===== src/rtl/uart_pkg.sv =====
// Shared types and defaults for the UART receive path.
package uart_pkg;

  typedef enum logic [2:0] {
    IDLE   = 3'd0,
    START  = 3'd1,
    DATA   = 3'd2,
    PARITY = 3'd3,
    STOP   = 3'd4
  } rx_state_t;

  // 40 MHz system clock, 921600 baud
  localparam int unsigned DEF_CLK_DIV = 43;

endpackage


===== src/rtl/uart_rx_fifo.sv =====
// Receive FIFO; extra pointer MSB distinguishes full from empty.
module uart_rx_fifo #(
  parameter int unsigned WIDTH = 10,
  parameter int unsigned DEPTH = 4
) (
  input  logic             clk,
  input  logic             rst,
  input  logic             push,
  input  logic             pop,
  input  logic [WIDTH-1:0] din,
  output logic [WIDTH-1:0] dout,
  output logic             full,
  output logic             empty
);

  localparam int unsigned AW = $clog2(DEPTH);

  logic [WIDTH-1:0] mem [DEPTH];
  logic [AW:0]      wptr;
  logic [AW:0]      rptr;
  logic             do_pop;
  logic             do_push;

  assign empty   = (wptr == rptr);
  assign full    = (wptr[AW] != rptr[AW]) && (wptr[AW-1:0] == rptr[AW-1:0]);
  assign do_pop  = pop && !empty;
  // a pop in the same cycle frees the slot a full FIFO needs
  assign do_push = push && (!full || do_pop);
  assign dout    = mem[rptr[AW-1:0]];

  always_ff @(posedge clk) begin
    if (rst) begin
      wptr <= '0;
      rptr <= '0;
      for (int i = 0; i < int'(DEPTH); i++) mem[i] <= '0;
    end else begin
      if (do_push) begin
        mem[wptr[AW-1:0]] <= din;
        wptr              <= wptr + (AW+1)'(1);
      end
      if (do_pop) rptr <= rptr + (AW+1)'(1);
    end
  end

endmodule


===== src/rtl/uart_rx_cfg.sv =====
// Configurable UART receiver: oversampling-free mid-bit sampler feeding a flagged FIFO.
module uart_rx_cfg
  import uart_pkg::*;
#(
  parameter int unsigned DATA_BITS  = 8,
  parameter int unsigned CLK_DIV    = DEF_CLK_DIV,
  parameter int unsigned PARITY_EN  = 0,
  parameter int unsigned PARITY_ODD = 0,
  parameter int unsigned STOP_BITS  = 1,
  parameter int unsigned FIFO_DEPTH = 4
) (
  input  logic                 clk,
  input  logic                 rst,
  input  logic                 RX,
  input  logic                 clr_rdy,
  input  logic                 clr_err,
  output logic [DATA_BITS-1:0] rx_data,
  output logic                 rx_perr,
  output logic                 rx_ferr,
  output logic                 rdy,
  output logic                 overrun
);

  localparam int unsigned CNT_W = $clog2(CLK_DIV);
  localparam int unsigned BIT_W = 4;
  localparam int unsigned ENT_W = DATA_BITS + 2;

  if (DATA_BITS < 5 || DATA_BITS > 9 || CLK_DIV < 8 || CLK_DIV > 4095 ||
      PARITY_EN > 1 || PARITY_ODD > 1 || STOP_BITS < 1 || STOP_BITS > 2 ||
      FIFO_DEPTH < 2 || (FIFO_DEPTH & (FIFO_DEPTH - 1)) != 0) begin : g_param_check
    $fatal(1, "uart_rx_cfg: illegal parameter value");
  end

  rx_state_t            state;
  rx_state_t            state_nx;
  logic                 smp;
  logic                 rx_s1;
  logic                 rx_s2;
  logic                 rx_prev;
  logic [CNT_W-1:0]     cnt;
  logic [BIT_W-1:0]     bit_cnt;
  logic [DATA_BITS-1:0] shreg;
  logic                 perr;
  logic                 ferr;
  logic                 push_q;
  logic [ENT_W-1:0]     push_entry;
  logic [ENT_W-1:0]     head;
  logic                 fifo_full;
  logic                 fifo_empty;

  // Next state and sample strobe
  always_comb begin
    state_nx = state;
    smp      = 1'b0;
    case (state)
      IDLE: if (rx_prev && !rx_s2) state_nx = START;
      START: if (cnt == CNT_W'(CLK_DIV / 2)) begin
        smp      = 1'b1;
        state_nx = rx_s2 ? IDLE : DATA;
      end
      DATA: if (cnt == CNT_W'(CLK_DIV - 1)) begin
        smp = 1'b1;
        if (bit_cnt == BIT_W'(DATA_BITS - 1)) state_nx = (PARITY_EN != 0) ? PARITY : STOP;
      end
      PARITY: if (cnt == CNT_W'(CLK_DIV - 1)) begin
        smp      = 1'b1;
        state_nx = STOP;
      end
      STOP: if (cnt == CNT_W'(CLK_DIV - 1)) begin
        smp = 1'b1;
        if (bit_cnt == BIT_W'(STOP_BITS - 1)) state_nx = IDLE;
      end
      default: state_nx = IDLE;
    endcase
  end

  always_ff @(posedge clk) begin
    if (rst) state <= IDLE;
    else     state <= state_nx;
  end

  // Synchronizer, baud/bit counters and frame assembly
  always_ff @(posedge clk) begin
    if (rst) begin
      rx_s1      <= 1'b1;
      rx_s2      <= 1'b1;
      rx_prev    <= 1'b1;
      cnt        <= '0;
      bit_cnt    <= '0;
      shreg      <= '0;
      perr       <= 1'b0;
      ferr       <= 1'b0;
      push_q     <= 1'b0;
      push_entry <= '0;
    end else begin
      rx_s1   <= RX;
      rx_s2   <= rx_s1;
      rx_prev <= rx_s2;
      push_q  <= 1'b0;

      if (state == IDLE || smp) cnt <= '0;
      else                      cnt <= cnt + CNT_W'(1);

      if (smp) bit_cnt <= (state_nx == state) ? bit_cnt + BIT_W'(1) : '0;

      if (smp) begin
        case (state)
          START: begin
            perr <= 1'b0;
            ferr <= 1'b0;
          end
          DATA:   shreg <= {rx_s2, shreg[DATA_BITS-1:1]};
          PARITY: perr  <= ((^shreg) ^ rx_s2) != 1'(PARITY_ODD);
          STOP: begin
            if (!rx_s2) ferr <= 1'b1;
            if (state_nx == IDLE) begin
              push_q     <= 1'b1;
              push_entry <= {ferr | ~rx_s2, perr, shreg};
            end
          end
          default: ;
        endcase
      end
    end
  end

  // A push into a full FIFO is lost unless a pop makes room in the same cycle
  always_ff @(posedge clk) begin
    if (rst)                                 overrun <= 1'b0;
    else if (push_q && fifo_full && !clr_rdy) overrun <= 1'b1;
    else if (clr_err)                        overrun <= 1'b0;
  end

  uart_rx_fifo #(
    .WIDTH (ENT_W),
    .DEPTH (FIFO_DEPTH)
  ) u_fifo (
    .clk   (clk),
    .rst   (rst),
    .push  (push_q),
    .pop   (clr_rdy),
    .din   (push_entry),
    .dout  (head),
    .full  (fifo_full),
    .empty (fifo_empty)
  );

  assign {rx_ferr, rx_perr, rx_data} = head;
  assign rdy = !fifo_empty;

endmodule


===== config.mk =====
export PLATFORM = sky130hd
export DESIGN_NAME = uart_rx_cfg
export DESIGN_NICKNAME = d
export VERILOG_FILES = /design/src/rtl/uart_pkg.sv /design/src/rtl/uart_rx_fifo.sv /design/src/rtl/uart_rx_cfg.sv
export SDC_FILE = /design/constraint.sdc
export NUM_CORES = 1
export LEC_CHECK = 0
export CELL_PAD_IN_SITES_DETAIL_PLACEMENT = 0
export CELL_PAD_IN_SITES_GLOBAL_PLACEMENT = 2
export CORE_ASPECT_RATIO = 1.4
export CORE_MARGIN = 4
export CORE_UTILIZATION = 44
export DETAILED_ROUTE_END_ITERATION = 12
export GPL_ROUTABILITY_DRIVEN = 0
export PLACE_DENSITY = 0.87
export SKIP_CTS_REPAIR_TIMING = 1
export SLEW_MARGIN = 40
export SYNTH_ARGS = -nofsm -noshare
export SYNTH_HDL_FRONTEND = slang
export SYNTH_SLANG_ARGS = --single-unit

===== constraint.sdc =====
create_clock -name clk -period 3.8 [get_ports clk]
set_input_delay 0.76 -clock clk [delete_from_list [all_inputs] [get_ports clk]]
set_output_delay 0.76 -clock clk [all_outputs]
set_load 0.05 [all_outputs]

==> flow_summary.ini, run 1 <==
[outcome]
outcome = complete, no violations

[route]
vias = 2525
ant_nets = 0
drt_iter0_markers = 78
drc_errors = 0
wl_per_cell_um = 15.44
drt-total-wl_mm = 7.333
routed_via_density = 5.316
drtPass1Iterations = 4

[logic_synthesis]
synthAdderAreaFrac_pct = 2.231
async_reset_ff_share_pct = 0
avgSynthCellArea_um2 = 11.22
seq_area_frac_synth_pct = 54.05
synth_flop_cell = dfxtp_1
yosys_warnings = 0
synthTopCellsByArea = edfxtp_1 31%, dfxtp_1 23%, mux4_2 5.7%
synth_compound_area_share_pct = 7.457
synthMuxAreaShare_pct = 8.540
synth_common_cells = 46 x dfxtp_1, 40 x edfxtp_1, 30 x and2_1, 30 x nand2_1, 30 x nor2_1
syn_area_mm2 = 0.003926
synth_top_area_share_pct = 30.59
yosys.area_share.simple_pct = 20.55
syn_inst = 350
synth_top_area_cell = edfxtp_1
synth.most_common_cell = dfxtp_1
synth.distinct_cells = 53
synth_top_family_by_area = simple AND/OR/NAND/NOR gates
synth_xor_area_share_pct = 4.461
ys_ff_latch = 86
synth_nets = 362
synth_edf_count = 40

[die]
rows = 40
coreArea_mm2 = 0.008658
initial_core_util_pct = 45.35
pin_count = 17
fp.dieH_um = 119.8
die-area_mm2 = 0.01052
die_w_um = 87.84

[clock_tree]
clock_latency_ns = 0.34
numCtsBuffers = 9
clockBufferDepth = 2
cts_root_buf = clkbuf_16
htreeDepth = 3
cts_tree = done
cts.clk_slew.worst_paths_ns = 0.06
clock_sinks = 86

[sta]
final.setup.tns_ns = 0
setup_violations = 0
period_share_pct = 82.86
finalHoldViolCount = 0
fmax_mhz = 317.6
final_max_slew_viol_count = 0
slew_headroom_pct = 55.44
setup_ws_ns = 0.6513
fin_crit_ns = 3.149
skew_ns = 0.006771
rsz0062_at_grt = false
worst_pin_slew_ns = 0.6666
whs_ns = 0.4071

[job]
drv_cap = 0

[global_routing]
grt_pass1_vias = 2630
grt_usage_pct = 15.71
grt_pass1_wl_mm = 12.72
antenna_found_initial = 0
grt_start_max_net_pins = 38
overflow = 0

[setup_path]
endpoint_kind = output pin
startpoint_type = flop
crit_type = flop to output pin
slowest_stage = dfxtp_1
worst-path-max-fanout = 10
reg2reg_setup_slack_ns = 1.49
slowest_delay_ns = 0.73
crit_chain = mux4_2 > clkdlybuf4s50_1
critPathArrivalTime_ns = 2.39
required_ns = 3.04

[finish]
nets = 377
diodes = 0
area_growth_pct = 13.22
drive_above_1_share_pct = 14.32

[placed_design]
dp_slack_ns = 0.8939
place.port_buffers = 16
dpl.hpwl_mm = 5.409

[min_path]
worstHoldPathType = flop to flop

[power_and_ir_drop]
p_per_area_mw_per_mm2 = 418.1
ir_drop_mv = 0.2751
total_leakage_power_nw = 1.616
cell usage in the layout (no fill, tap or decap), types with 3 or more instances in the layout:
master and n:
xor2_1 9, a21oi_1 21, clkdlybuf4s50_1 16, dfxtp_1 46
edfxtp_1 40, ha_1 7, xnor2_1 11, mux4_2 10
clkbuf_16 9, and2_2 10, clkbuf_1 3, nor4_1 3
buf_4 3, nand2_1 30, and2_1 30, o21ai_0 4
or2_2 6, inv_1 9, nor2_1 30, nor2b_1 3
mux2i_1 11, nand3_1 15, nor3_1 4
cell families after synthesis:
group	Yosys count
muxes	21
and+or+nand+nor	147
buffers and inverters	26
AOI/OAI and AO/OA	43
adders and majority gates	7
xor gates and xnor gates	20
DFF	86
cell type report:
| type | instances | area [um^2] |
|---|---|---|
| repair buffers | 19 | 182.7 |
| fillers | 787 | 4213 |
| clock inverters | 4 | 25.02 |
| inverters | 11 | 41.29 |
| flip-flops and latches | 86 | 2122 |
| well taps | 105 | 131.4 |
| multi-input cells | 238 | 1707 |
| clock buffers | 12 | 236.5 |
critical path: cells and delay by family, from the launching register on:
| family | cells | cell delay (ns) |
|---|---|---|
| buffers and inverters | 1 | 0.73 |
| muxes | 1 | 0.59 |
| DFF | 1 | 0.73 |
final timing paths:
check / startpoint / to / depth (start not counted)
max: flop / rx_data[2] / 2
min: rx_s1 / rx_s2 / 1
min reg2reg: rx_s1 / rx_s2 / 1
max reg2reg: u_fifo.wptr[1] / u_fifo.mem[2][0] / 4
registers in the layout, summed over array words and instances, names as in the netlist, 3 cells and up, named ones only:
name,count
bit_cnt,4
cnt,6
push_entry,10
shreg,8
state,3
u_fifo.mem,40
u_fifo.rptr,3
u_fifo.wptr,3
power by group:
group,internal (mW),switching [mW]
logic,0.0315,0.0508
registers,0.987,0.0139
clock network,0.441,0.335
stage by stage:
stage	utilization [%]	cell area (um^2)	power (mW)	cells
detailed placement	48.22	4175	1.105	459
floorplan	-	3926	1.074	350
finish	51.34	4446	1.858	475
global route	51.34	4446	1.930	475
CTS	51.24	4437	1.882	475
global placement	48.22	4175	1.103	459
per-layer routing:
layer | global-route usage, % | vias up | wire [um]
met3 | 3.503 | 12 | 206
met4 | 6.814 | 0 | 147
met2 | 27.69 | 40 | 4003
li1 | - | 1274 | -
met1 | 17.76 | 1199 | 2975
met5 | 0 | - | 0
Power figures use the tool's default switching activity.
==> run 2, diff against run 1 <==
--- a/config.mk
+++ b/config.mk
@@ -9,10 +9,10 @@
 export CELL_PAD_IN_SITES_GLOBAL_PLACEMENT = 2
 export CORE_ASPECT_RATIO = 1.4
 export CORE_MARGIN = 4
-export CORE_UTILIZATION = 44
+export CORE_UTILIZATION = 37
 export DETAILED_ROUTE_END_ITERATION = 12
 export GPL_ROUTABILITY_DRIVEN = 0
-export PLACE_DENSITY = 0.87
+export PLACE_DENSITY = 0.78
 export SKIP_CTS_REPAIR_TIMING = 1
 export SLEW_MARGIN = 40
 export SYNTH_ARGS = -nofsm -noshare
==> constraint.sdc (replaced) <==
create_clock -name clk -period 2.54 [get_ports clk]
set_input_delay 0.508 -clock clk [delete_from_list [all_inputs] [get_ports clk]]
set_output_delay 0.508 -clock clk [all_outputs]
set_load 0.05 [all_outputs]
==> run 2 against run 1 <==
  * Global-route usage decreased by 2.6 points
  * Sequential share of layout area decreased by 1.1 points
  * Hold slack improved by 0.012 ns
  * Non-clock buffer count increased by 11
  * Critical endpoint is now u_fifo.mem[2][3]
==> flow_summary.ini, run 2 (same netlist as run 1, synthesis figures left out) <==
[outcome]
outcome = complete, no violations

[power_and_ir_drop]
switching_share_pct = 21.72
total_power_mw = 2.827
switching_power_mw = 0.6140
seqPwrFrac_pct = 52.9
power_frac_comb_pct = 4.5
p_int_mw = 2.213
p_per_area_mw_per_mm2 = 621.7
total_leakage_power_nw = 1.698
p_clk_share_pct = 42.6
ir_drop_mv = 0.3872

[die]
die-area_mm2 = 0.01235
pin_count = 17
fp.dieH_um = 129.9
rows = 44
die_w_um = 95.06
coreArea_mm2 = 0.01035
initial_core_util_pct = 37.94

[sta]
worst_pin_slew_ns = 0.7222
fin_crit_ns = 2.297
final.setup.tns_ns = 0
final_max_slew_viol_count = 0
fmax_mhz = 435.4
setup_violations = 0
setup_ws_ns = 0.2435
finalHoldViolCount = 0
skew_ns = 0.007971
period_share_pct = 90.41
rsz0062_at_grt = false
whs_ns = 0.4191
slew_headroom_pct = 51.73

[setup_path]
reg2reg_setup_slack_ns = 0.24
crit_type = flop to flop
endpoint_kind = flop
startpoint_type = flop
worst-path-max-fanout = 11
required_ns = 2.56
critPathArrivalTime_ns = 2.32
reg2reg_from = u_fifo.wptr[1]
timing.rr.end = u_fifo.mem[2][3]
r2r_cells = 4

[finish]
seq_area_mm2 = 0.002122
diodes = 0
multi_input_area_mm2 = 0.001698
fin_util_pct = 43.94
nets = 388
n_fill_cell = 1020
area_growth_pct = 15.84
final_common_cell = dfxtp_1
largest_reg_flops = 40
design_area_mm2 = 0.004548
regMostFlops = u_fifo.mem
instances_no_fill = 519
drive_above_1_share_pct = 19.95
reg_top3 = u_fifo.mem: 40 flops, push_entry: 10 flops, shreg: 8 flops
final_cell_mix = 46 x dfxtp_1, 40 x edfxtp_1, 30 x nor2_1, 30 x and2_1, 30 x nand2_1

[route]
routed_via_density = 4.942
wl_per_cell_um = 14.03
drtPass1Iterations = 4
drc_errors = 0
drt_iter0_markers = 77
vias = 2565
drt-total-wl_mm = 7.283
ant_nets = 0

[global_routing]
overflow = 0
grt_pass1_wl_mm = 12.45
grt_start_max_net_pins = 24
grt_usage_pct = 13.11
grt_pass1_vias = 2542
antenna_found_initial = 0

[placed_design]
placed_area_mm2 = 0.004272
dp_slack_ns = -0.007903
dpl.hpwl_mm = 5.473
place.port_buffers = 16
place_inst = 503

[min_path]
holdCritStartpoint = rx_s1
hold_path_end = rx_s2
worstHoldPathCells = 1
worstHoldPathType = flop to flop

[clock_tree]
clockBufferDepth = 2
clock_sinks = 86
numCtsBuffers = 9
cts_tree = done
cts.clk_slew.worst_paths_ns = 0.06
clock_latency_ns = 0.33
cts_root_buf = clkbuf_16
htreeDepth = 3

[job]
drv_cap = 0
[run 2: cell types whose count changed in the layout (fill, tap and decap cells not counted), sizes merged]
cell           change
clkbuf             -1
clkinvlp           -1
inv                +1
clkdlybuf4s50     -11
buf               +22
clkinv             +1
[run 2: final cells by class]
class                      instances  share of cell area, %
sequential                        86                  46.66
multi-input combinational        238                  37.33
clock buffer                      11                  5.337
timing repair buffer              30                  5.227
tap                              138                  3.796
inverter                          11                 0.9078
clock inverter                     5                 0.7428
[run 2: how the worst max path moves through the flow]
stage,to,depth (start not counted),startpoint
final,u_fifo.mem[2][3],4,u_fifo.wptr[1]
after global routing,u_fifo.mem[2][3],4,u_fifo.wptr[1]
after CTS,u_fifo.mem[2][3],4,u_fifo.wptr[1]
after detailed placement,u_fifo.mem[2][0],4,clr_rdy
after global placement,u_fifo.mem[2][2],4,clr_rdy
after floorplan,u_fifo.mem[3][0],3,u_fifo.wptr[0]
[run 2: critical path: stages, from the launching register on]
cell and delay (ns):
dfxtp_1 0.47, xor2_1 0.34, o41ai_4 0.16, nor4b_2 0.63
or2_2 0.38
[run 2: power groups by stage]
| stage | combinational [mW] | sequential, mW | clock [mW] |
|---|---|---|---|
| 2_1_floorplan | 0.0895 | 1.52 | 0 |
| 3_3_place_gp | 0.128 | 1.52 | 0 |
| 3_5_place_dp | 0.128 | 1.52 | 0 |
| 4_1_cts | 0.129 | 1.49 | 1.25 |
| 5_1_grt | 0.139 | 1.50 | 1.30 |
| 6_report | 0.127 | 1.49 | 1.21 |
[run 2: metal layers]
metal	GRT usage (%)	wire length [um]	up-vias
met3	2.595	175	13
li1	-	-	1295
met2	23.05	3826	43
met1	15.15	3121	1214
met4	6.117	160	0
met5	0	0	-
==> run 3, diff against run 2 <==
--- a/config.mk
+++ b/config.mk
@@ -13,6 +13,7 @@
 export DETAILED_ROUTE_END_ITERATION = 12
 export GPL_ROUTABILITY_DRIVEN = 0
 export PLACE_DENSITY = 0.78
+export RECOVER_POWER = 25
 export SKIP_CTS_REPAIR_TIMING = 1
 export SLEW_MARGIN = 40
 export SYNTH_ARGS = -nofsm -noshare
==> run 3 against run 2 <==
  * Power hardly changed
  * Global-route usage unchanged
  * Highest routed layer unchanged
  * Flip-flop and latch count is the same
  * First-iteration DRC count is the same
  * Combinational power about the same
  * Final area about the same
  * Critical path type is now input pin to flop
  * Clock power about the same
  * Die area unchanged
  * Setup slack worse by 0.066 ns
  * Sequential power hardly changed
==> flow_summary.ini, run 3 (same netlist as run 1, synthesis figures left out) <==
[power_and_ir_drop]
switching_share_pct = 21.71
total_leakage_power_nw = 1.698
power_frac_comb_pct = 4.5
p_per_area_mw_per_mm2 = 621.8
p_int_mw = 2.212
seqPwrFrac_pct = 52.9
p_clk_share_pct = 42.7
ir_drop_mv = 0.3872
total_power_mw = 2.826
switching_power_mw = 0.6134

[finish]
reg_top3 = u_fifo.mem: 40 flops, push_entry: 10 flops, shreg: 8 flops
largest_reg_flops = 40
nets = 388
diodes = 0
n_fill_cell = 1020
regMostFlops = u_fifo.mem
drive_above_1_share_pct = 19.69
final_cell_mix = 46 x dfxtp_1, 40 x edfxtp_1, 30 x nor2_1, 30 x and2_1, 30 x nand2_1
final_common_cell = dfxtp_1
design_area_mm2 = 0.004544
seq_area_mm2 = 0.002122
multi_input_area_mm2 = 0.001698
instances_no_fill = 519
area_growth_pct = 15.74

[global_routing]
overflow = 0
antenna_found_initial = 0
grt_start_max_net_pins = 24
grt_pass1_vias = 2542
grt_pass1_wl_mm = 12.45
grt_usage_pct = 13.11

[setup_path]
cp_num_buf_inv = 4
cp.depth = 5
crit_type = input pin to flop
reg2reg_from = u_fifo.wptr[1]
required_ns = 2.57
setup.worst_path.start = rst
slowest_stage = dlygate4sd3_1
endpoint_kind = flop
critPathArrivalTime_ns = 2.40
startpoint_type = input pin
crit_chain = dlygate4sd3_1 > clkbuf_1 > inv_1 > o21ai_0 > buf_4
path_delay_family = buffers and inverters
worst-path-max-fanout = 19
slowest_delay_ns = 0.67
r2r_cells = 4

[clock_tree]
cts.clk_slew.worst_paths_ns = 0.06
cts_tree = done
clockBufferDepth = 2
numCtsBuffers = 9
clock_sinks = 86
cts_root_buf = clkbuf_16
clock_latency_ns = 0.33
htreeDepth = 3

[route]
wl_met1_mm = 3.121
wl_met2_mm = 3.824
wl_per_cell_um = 14.03
routed_via_density = 4.944
drc_errors = 0
wl_met3_um = 175
drt_iter0_markers = 77
ant_nets = 0
top_layer = met4
drtPass1Iterations = 4
drt-total-wl_mm = 7.282
vias = 2566

[die]
fp.dieH_um = 129.9
coreArea_mm2 = 0.01035
pin_count = 17
initial_core_util_pct = 37.94
rows = 44
die_w_um = 95.06
die-area_mm2 = 0.01235

[job]
drv_cap = 0

[sta]
slew_headroom_pct = 48.15
rsz0062_at_grt = false
fmax_mhz = 423.4
setup_violations = 0
final_max_slew_viol_count = 0
finalHoldViolCount = 0
worst_pin_slew_ns = 0.7778
period_share_pct = 93.00
skew_ns = 0.007971
fin_crit_ns = 2.362
setup_ws_ns = 0.1779

[min_path]
worstHoldPathType = flop to flop
holdCritStartpoint = rx_s1
worstHoldPathCells = 1

[placed_design]
placed_area_mm2 = 0.004272
place.port_buffers = 16
dpl.hpwl_mm = 5.473
place_inst = 503
dp_slack_ns = -0.007903

[outcome]
outcome = complete, no violations
run 3: changes by cell type in the layout (fill, tap and decap cells not counted):
cell,before,now
buf_4,25,24
clkbuf_1,1,2
clkdlybuf4s50_1,5,3
dlygate4sd3_1,0,2
run 3: worst paths after layout:
| check | endpoint | slack [ns] |
|---|---|---|
| worst max-delay path | u_fifo.mem[3][5] | 0.18 |
| worst min-delay path | rx_s2 | 0.42 |
| worst max register to register | u_fifo.mem[2][3] | 0.24 |
| worst min register to register | rx_s2 | 0.42 |
run 3: metrics by stage:
step	util [%]	hold slack (ns)	TNS, ns
floorplan	-	0.3895	0
global placement	41.27	0.3992	0
detailed placement	41.27	0.4063	-0.07353
CTS	43.94	0.4241	0
global route	43.91	0.4356	0
finish	43.91	0.4191	0
run 3: area by class of cell:
cell class                 count  share of cell area (%)
clock inverter                 5                  0.7434
tap                          138                   3.800
sequential                    86                   46.70
inverter                      11                  0.9086
clock buffer                  11                   5.341
timing repair buffer          30                   5.149
multi-input combinational    238                   37.36
run 3: routing by layer:
layer | global-route usage, % | up-vias
met5 | 0 | -
met4 | 6.117 | 0
met1 | 15.15 | 1215
li1 | - | 1295
met2 | 23.05 | 43
met3 | 2.595 | 13
run 3: worst register-to-register path: cells and delay by family, from the launching register on:
kind / cells / cell delay, ns
xor+xnor: 1 / 0.34
simple gates: 2 / 1.01
compound gates: 1 / 0.16
flops: 1 / 0.47
run 3: power by group through the flow:
stage	Combinational [mW]	Clock (mW)	Sequential (mW)
after floorplan	0.0895	0	1.52
after detailed placement	0.128	0	1.52
after global placement	0.128	0	1.52
final	0.126	1.21	1.49
after global routing	0.138	1.30	1.50
after CTS	0.129	1.25	1.49
